<file path="config.mk">
export PLATFORM = sky130hd
export DESIGN_NAME = dotprod_pipe_flat
export DESIGN_NICKNAME = d
export VERILOG_FILES = /design/src/rtl/dotprod_pipe_if.sv /design/src/rtl/dotprod_pipe.sv /design/src/flat_wrapper.sv
export SDC_FILE = /design/constraint.sdc
export NUM_CORES = 2
export LEC_CHECK = 0
export ABC_AREA = 1
export CORE_MARGIN = 2
export CORE_UTILIZATION = 59
export DETAILED_ROUTE_END_ITERATION = 8
export PLACE_DENSITY = 0.8
export SKIP_CTS_REPAIR_TIMING = 1
export SLEW_MARGIN = 10
export SYNTH_ARGS = -nofsm -noshare
export SYNTH_HDL_FRONTEND = slang
export SYNTH_SLANG_ARGS = --single-unit
</file>
<file path="constraint.sdc">
create_clock -name clk -period 7.1 [get_ports clk]
set_clock_uncertainty 0.15 [all_clocks]
set_input_delay 1.42 -clock clk [delete_from_list [all_inputs] [get_ports clk]]
set_output_delay 1.42 -clock clk [all_outputs]
set_load 0.005 [all_outputs]
</file>
<file path="src/rtl/dotprod_pipe_if.sv">
// Request/response and SRAM read bus of the pipelined dot-product engine.
// master: sequencer plus a/b SRAMs; slave: the engine.
interface dotprod_if #(
  parameter int unsigned DATA_W = 32,
  parameter int unsigned ADDR_W = 5,
  parameter int unsigned ACC_W  = 64
);
  logic              start;
  logic [31:0]       n;
  logic              signed_mode;
  logic [ADDR_W-1:0] addr_a;
  logic              ena_a;
  logic [DATA_W-1:0] dout_a;
  logic [ADDR_W-1:0] addr_b;
  logic              ena_b;
  logic [DATA_W-1:0] dout_b;
  logic              busy;
  logic              done;
  logic [ACC_W-1:0]  res;
  logic              ovf;

  modport master (
    output start, n, signed_mode, dout_a, dout_b,
    input  addr_a, ena_a, addr_b, ena_b, busy, done, res, ovf
  );

  modport slave (
    input  start, n, signed_mode, dout_a, dout_b,
    output addr_a, ena_a, addr_b, ena_b, busy, done, res, ovf
  );
endinterface

</file>
<file path="src/rtl/dotprod_pipe.sv">
// Pipelined dot-product engine: streams a[i], b[i] from two SRAMs at one element per cycle,
// multiplies, accumulates with a sticky overflow flag and reports res with a done pulse.
module dotprod_pipe #(
  parameter int unsigned DATA_W = 32,
  parameter int unsigned ADDR_W = 5,
  parameter int unsigned ACC_W  = 64
) (
  input logic      clk,
  input logic      rst_,
  dotprod_if.slave bus
);
  localparam int unsigned DEPTH = 2 ** ADDR_W;
  localparam int unsigned PW    = 2 * DATA_W;
  localparam int unsigned LW    = ADDR_W + 1;

  if (ACC_W < PW) begin : g_acc_w_check
    $error("dotprod_pipe: ACC_W must be at least 2*DATA_W");
  end

  typedef enum logic [1:0] {StIdle, StRun, StDrain, StDone} state_e;

  state_e            state_q, state_d;
  logic [ADDR_W-1:0] addr_q, addr_d;
  logic              ena_q, ena_d;
  logic              busy_q, busy_d;
  logic              done_q, done_d;
  logic              res_ld;
  logic [ACC_W-1:0]  res_q;
  logic [LW-1:0]     len_q;
  logic              mode_q;
  logic              v1_q, pv_q;
  logic [PW-1:0]     prod_q;
  logic [ACC_W-1:0]  acc_q;
  logic              ovf_q;

  logic              accept;
  logic              last_addr;
  logic [LW-1:0]     n_clamp;
  logic [PW-1:0]     a_ext, b_ext, prod_d;
  logic [ACC_W-1:0]  prod_ext;
  logic [ACC_W:0]    sum_g;
  logic              ovf_now;

  assign accept    = (state_q == StIdle) && bus.start;
  assign n_clamp   = (bus.n > DEPTH) ? LW'(DEPTH) : LW'(bus.n);
  assign last_addr = (({1'b0, addr_q} + LW'(1)) == len_q);

  // Operands widened per mode so the truncated product is exact in both modes
  assign a_ext  = {{DATA_W{mode_q & bus.dout_a[DATA_W-1]}}, bus.dout_a};
  assign b_ext  = {{DATA_W{mode_q & bus.dout_b[DATA_W-1]}}, bus.dout_b};
  assign prod_d = a_ext * b_ext;

  if (ACC_W > PW) begin : g_prod_ext
    assign prod_ext = {{(ACC_W - PW){mode_q & prod_q[PW-1]}}, prod_q};
  end else begin : g_prod_same
    assign prod_ext = prod_q;
  end

  // One guard bit: carry-out in unsigned mode, sign disagreement in signed mode
  assign sum_g   = {mode_q & acc_q[ACC_W-1], acc_q} + {mode_q & prod_ext[ACC_W-1], prod_ext};
  assign ovf_now = mode_q ? (sum_g[ACC_W] ^ sum_g[ACC_W-1]) : sum_g[ACC_W];

  always_ff @(posedge clk or negedge rst_) begin
    if (!rst_) state_q <= StIdle;
    else       state_q <= state_d;
  end

  always_comb begin
    state_d = state_q;
    unique case (state_q)
      StIdle:  if (bus.start) state_d = (n_clamp == '0) ? StDone : StRun;
      StRun:   if (last_addr) state_d = StDrain;
      // Last element's data has been captured once v1 falls; its add lands on the next edge
      StDrain: if (!v1_q) state_d = StDone;
      StDone:  state_d = StIdle;
      default: state_d = StIdle;
    endcase
  end

  always_comb begin
    ena_d  = (state_d == StRun);
    addr_d = addr_q;
    busy_d = busy_q;
    done_d = 1'b0;
    res_ld = 1'b0;
    unique case (state_q)
      StIdle: begin
        if (bus.start) begin
          busy_d = 1'b1;
          if (n_clamp != '0) addr_d = '0;
        end
      end
      StRun:   if (!last_addr) addr_d = addr_q + ADDR_W'(1);
      StDrain: ;
      StDone: begin
        busy_d = 1'b0;
        done_d = 1'b1;
        res_ld = 1'b1;
      end
      default: ;
    endcase
  end

  always_ff @(posedge clk or negedge rst_) begin
    if (!rst_) begin
      addr_q <= '0;
      ena_q  <= 1'b0;
      busy_q <= 1'b0;
      done_q <= 1'b0;
      res_q  <= '0;
    end else begin
      addr_q <= addr_d;
      ena_q  <= ena_d;
      busy_q <= busy_d;
      done_q <= done_d;
      if (res_ld) res_q <= acc_q;
    end
  end

  always_ff @(posedge clk or negedge rst_) begin
    if (!rst_) begin
      len_q  <= '0;
      mode_q <= 1'b0;
      v1_q   <= 1'b0;
      pv_q   <= 1'b0;
      prod_q <= '0;
      acc_q  <= '0;
      ovf_q  <= 1'b0;
    end else begin
      v1_q <= ena_q;
      pv_q <= v1_q;
      if (v1_q) prod_q <= prod_d;
      if (pv_q) begin
        acc_q <= sum_g[ACC_W-1:0];
        ovf_q <= ovf_q | ovf_now;
      end
      if (accept) begin
        len_q  <= n_clamp;
        mode_q <= bus.signed_mode;
        acc_q  <= '0;
        ovf_q  <= 1'b0;
      end
    end
  end

  assign bus.addr_a = addr_q;
  assign bus.addr_b = addr_q;
  assign bus.ena_a  = ena_q;
  assign bus.ena_b  = ena_q;
  assign bus.busy   = busy_q;
  assign bus.done   = done_q;
  assign bus.res    = res_q;
  assign bus.ovf    = ovf_q;
endmodule

</file>
<file path="src/flat_wrapper.sv">
// flat-port wrapper written by rule: the top's interface ports become plain ports
module dotprod_pipe_flat 
#(
  parameter int unsigned DATA_W = 32,
  parameter int unsigned ADDR_W = 5,
  parameter int unsigned ACC_W  = 64
)
  (clk, rst_, bus_start, bus_n, bus_signed_mode, bus_dout_a, bus_dout_b, bus_addr_a, bus_ena_a, bus_addr_b, bus_ena_b, bus_busy, bus_done, bus_res, bus_ovf);
  dotprod_if #(.DATA_W(DATA_W), .ADDR_W(ADDR_W), .ACC_W(ACC_W)) bus_i ();
  input logic clk;
  input logic rst_;
  input wire logic [$bits(bus_i.start)-1:0] bus_start;
  input wire logic [$bits(bus_i.n)-1:0] bus_n;
  input wire logic [$bits(bus_i.signed_mode)-1:0] bus_signed_mode;
  input wire logic [$bits(bus_i.dout_a)-1:0] bus_dout_a;
  input wire logic [$bits(bus_i.dout_b)-1:0] bus_dout_b;
  output wire logic [$bits(bus_i.addr_a)-1:0] bus_addr_a;
  output wire logic [$bits(bus_i.ena_a)-1:0] bus_ena_a;
  output wire logic [$bits(bus_i.addr_b)-1:0] bus_addr_b;
  output wire logic [$bits(bus_i.ena_b)-1:0] bus_ena_b;
  output wire logic [$bits(bus_i.busy)-1:0] bus_busy;
  output wire logic [$bits(bus_i.done)-1:0] bus_done;
  output wire logic [$bits(bus_i.res)-1:0] bus_res;
  output wire logic [$bits(bus_i.ovf)-1:0] bus_ovf;
  assign bus_i.start = bus_start;
  assign bus_i.n = bus_n;
  assign bus_i.signed_mode = bus_signed_mode;
  assign bus_i.dout_a = bus_dout_a;
  assign bus_i.dout_b = bus_dout_b;
  assign bus_addr_a = bus_i.addr_a;
  assign bus_ena_a = bus_i.ena_a;
  assign bus_addr_b = bus_i.addr_b;
  assign bus_ena_b = bus_i.ena_b;
  assign bus_busy = bus_i.busy;
  assign bus_done = bus_i.done;
  assign bus_res = bus_i.res;
  assign bus_ovf = bus_i.ovf;
  dotprod_pipe #(.DATA_W(DATA_W), .ADDR_W(ADDR_W), .ACC_W(ACC_W)) u_core (.clk(clk), .rst_(rst_), .bus(bus_i));
endmodule
</file>
==> metrics.md <==
| Metric | Value |
|---|---|
| Multiplexer share of the synthesized area | 0% |
| Hold Path Class | reg2reg |
| FP Rows | 108 |
| Routed Antenna Nets | 0 |
| Clock transition at the registers of the reported paths | 0.07 ns |
| Tightest Pin Transition | 1.03 ns |
| Buf/Inv on CP | 10 |
| Kind of critical path | in2reg |
| Number of max-cap violations | 0 |
| Register area share after synthesis | 10.3% |
| Number of synthesis warnings | 0 |
| Detailed Place HPWL | 134000 um |
| Mapped Nets | 8097 |
| Filler Cell Count | 5546 |
| Synth Area in Adders | 50.3% |
| Nature of the critical path startpoint | input pin |
| Worst Path Arrival | 8.59 ns |
| Wire length per cell | 23.4 um |
| Final worst path period need | 8.32 ns |
| Share of cells above drive strength 1 | 21.7% |
| Critical path data required time | 7.38 ns |
| Number of global-route vias before repair | 48300 |
| Most frequent cells in the layout | nand2_1, inv_1, fa_1 |
| Crit end category | flip-flop |
| Initial antenna violation count | 12 |
| Synth cell types | 51 |
| Die width | 300 um |
| Clock latency on the worst-skew pair | 0.53 ns |
| Tcrit/Tclk final | 117% |
| Synthesized flop and latch total | 212 |
| Core footprint | 86800 um^2 |
| Worst-path fanout max | 7 |
| Fraction of registers with async set/reset | 100% |
| Complex-gate fraction of the synthesized area | 5.61% |
| Die area | 90000 um^2 |
| Main synth FF type | dfrtp_1 |
| Slowest cell delay on critical path | 0.75 ns |
| Overall Global Routing Usage | 36.4% |
| Total CTS buffers | 23 |
| CP max stage cell | fa_1 |
| Ports | 179 |
| Total gr overflow | 0 |
| Post-synthesis xor/xnor area fraction | 0.932% |
| Mean number of vias per cell | 5.78 |
| Die height | 300 um |
| Status | complete, but fails checks |
| Starting density of the core | 59.6% |
| Initial DRC count | 5537 |
| H-tree depth | 1 |
| Drt total wl | 199000 um |
| First-pass GRT wire length | 255000 um |
| Failing checks | design-rule violations, negative setup slack |
| Worst slack, placed | -1.91 ns |
| Largest net degree at the start of global routing | 118 |
| Post-Syn Area | 51700 um^2 |
| Final setup fails | 49 |
| Root Driver | clkbuf_16 |
| Total number of vias | 49000 |
| Sum Neg Setup Slack | -41.80 ns |
| Max-slew violation count | 0 |
| Delay-heaviest family, CP | adder cells |
| Fmax | 0.120 GHz |
| GP Congestion | 0.981 |
| Remaining DRCs | 12 |
| Number of synthesized flops with an enable pin | 0 |
| Largest family of logic cells by synthesized area | adder cells |
| CTS tree | yes |
| RSZ-0062 raised after global routing | true |
| Count of port buffers added during placement | 178 |
| Commonest non-fill, non-tap cell in the layout | nand2_1 |
| Area growth, synth to finish | 28.8% |
| Final Hold Viols | 0 |
| Syn avg cell area | 7.84 um^2 |
| Clock sink count | 212 |
| Nets | 8821 |
| Syn Inst Count | 6594 |
| CP dominant cell by count | fa_1 |
| CTS max path bufs | 3 |
| Setup slack after layout | -1.22 ns |
| Simple-gate area share of the yosys netlist | 18.0% |
| Rel. slew slack | 31.1% |
| Fin Hold WS | 0.288 ns |
| Initial DRT Pass Iterations | 9 |
==> worst register-to-register path, cell delays in order (launching register included) <==
cell        delay, ns
dfrtp_1          0.38
inv_1            0.11
buf_12           0.29
nor2_4           0.12
fa_2             0.63
fa_2             0.47
fa_2             0.64
clkinvlp_4       0.18
buf_12           0.17
buf_4            0.13
fa_1             0.49
inv_1            0.06
fa_1             0.59
fa_2             0.47
fa_1             0.49
fa_1             0.44
ha_4             0.30
a21oi_2          0.18
nor2_1           0.08
nor2_2           0.15
buf_4            0.13
o21ai_1          0.11
a221oi_1         0.43
nand3_1          0.14
nand2_1          0.09
nand3_1          0.07
nand2_1          0.09
==> routing by layer <==
layer	track usage, %	routed length (um)	share of wire (%)	vias to the layer above
li1	-	-	-	20500
met1	46.3	65700	33	23800
met2	61.5	88500	45	3416
met3	4.72	26700	13	1336
met4	18.7	17600	8.9	20
met5	0	353	0.18	-
==> registers in the layout (all words and copies together), names as in the netlist, 2 cells and up <==
name and cells:
u_core.prod_ext 64, u_core.bus.res 64, u_core.bus.addr_a 5, u_core.len_q 6, u_core.acc_q 64, u_core.state_q 2
==> cell usage after synthesis (3+ instances only) <==
cell type | count | share of area (%)
nand3b_1 | 5 | 0.073
ha_1 | 277 | 6.7
a31o_2 | 3 | 0.051
nor3_1 | 20 | 0.19
inv_1 | 1754 | 13
o21ai_1 | 20 | 0.19
o21ai_0 | 200 | 1.9
a21o_1 | 12 | 0.17
or2_2 | 15 | 0.18
or2_1 | 9 | 0.11
a21oi_2 | 5 | 0.085
xnor2_1 | 32 | 0.54
nor4_1 | 9 | 0.11
buf_2 | 3 | 0.029
o22ai_1 | 22 | 0.27
o21bai_1 | 30 | 0.44
o31ai_1 | 5 | 0.073
nand3_1 | 120 | 1.2
a221oi_1 | 4 | 0.068
o21ai_2 | 9 | 0.15
nand4_1 | 26 | 0.31
dfrtp_1 | 212 | 10
a21oi_1 | 173 | 1.7
fa_1 | 1126 | 44
a31oi_1 | 17 | 0.21
nand2_2 | 12 | 0.15
and3_1 | 6 | 0.073
nor2_1 | 336 | 2.4
buf_1 | 4 | 0.029
buf_4 | 7 | 0.10
nor2_2 | 5 | 0.061
xor2_1 | 23 | 0.39
inv_2 | 7 | 0.051
nand2_1 | 1793 | 13
a21boi_0 | 4 | 0.058
clkbuf_1 | 267 | 1.9
o21a_1 | 4 | 0.058
==> worst paths after layout <==
| kind | start | to | slack (ns) | cells past startpoint |
|---|---|---|---|---|
| worst max-delay path | bus_dout_b[17] | u_core.prod_ext[39]$_DFFE_PN0P_ | -1.22 | 30 |
| worst min-delay path | u_core.bus.ena_a$_DFF_PN0_ | u_core.v1_q$_DFF_PN0_ | 0.29 | 0 |
| worst max register to register | u_core.mode_q$_DFFE_PN0P_ | u_core.prod_ext[59]$_DFFE_PN0P_ | -0.55 | 26 |
| worst min register to register | u_core.bus.ena_a$_DFF_PN0_ | u_core.v1_q$_DFF_PN0_ | 0.29 | 0 |
| max in group asynchronous | rst_ | u_core.prod_ext[45]$_DFFE_PN0P_ | 4.90 | 2 |
| min in group asynchronous | rst_ | u_core.bus.res[22]$_DFFE_PN0P_ | 0.75 | 1 |
==> cell type report <==
type	instances	area (um^2)	area share (%)
antenna	3	7.51	0.0113
tap	1155	1450	2.17
timing repair buffer	980	10500	15.7
clock buffer	31	676	1.01
sequential	212	5310	7.97
multi-input combinational	4340	41900	63.0
inverter	1761	6640	9.96
clock inverter	10	101	0.152
==> stage by stage <==
| step | area (um^2) | cells | util, % |
|---|---|---|---|
| after CTS | 61100 | 8270 | 70.4 |
| final | 66600 | 8492 | 76.8 |
| after floorplan | 53500 | 6594 | - |
| after global routing | 66600 | 8489 | 76.8 |
| after global placement | 60300 | 8229 | 69.5 |
| after detailed placement | 60300 | 8229 | 69.5 |
==> cell families (layout without fill, tap and decap cells) <==
group	Yosys count	count (layout)
DFF	212	212
AOI/OAI and AO/OA	518	518
adders and majority gates	1403	1403
other	0	3
and+or+nand+nor	2364	2364
buffers and inverters	2042	2782
xor gates and xnor gates	55	55
Power is not shown: default switching activity piles up to over one toggle a cycle in this logic, so the estimate is an artifact.
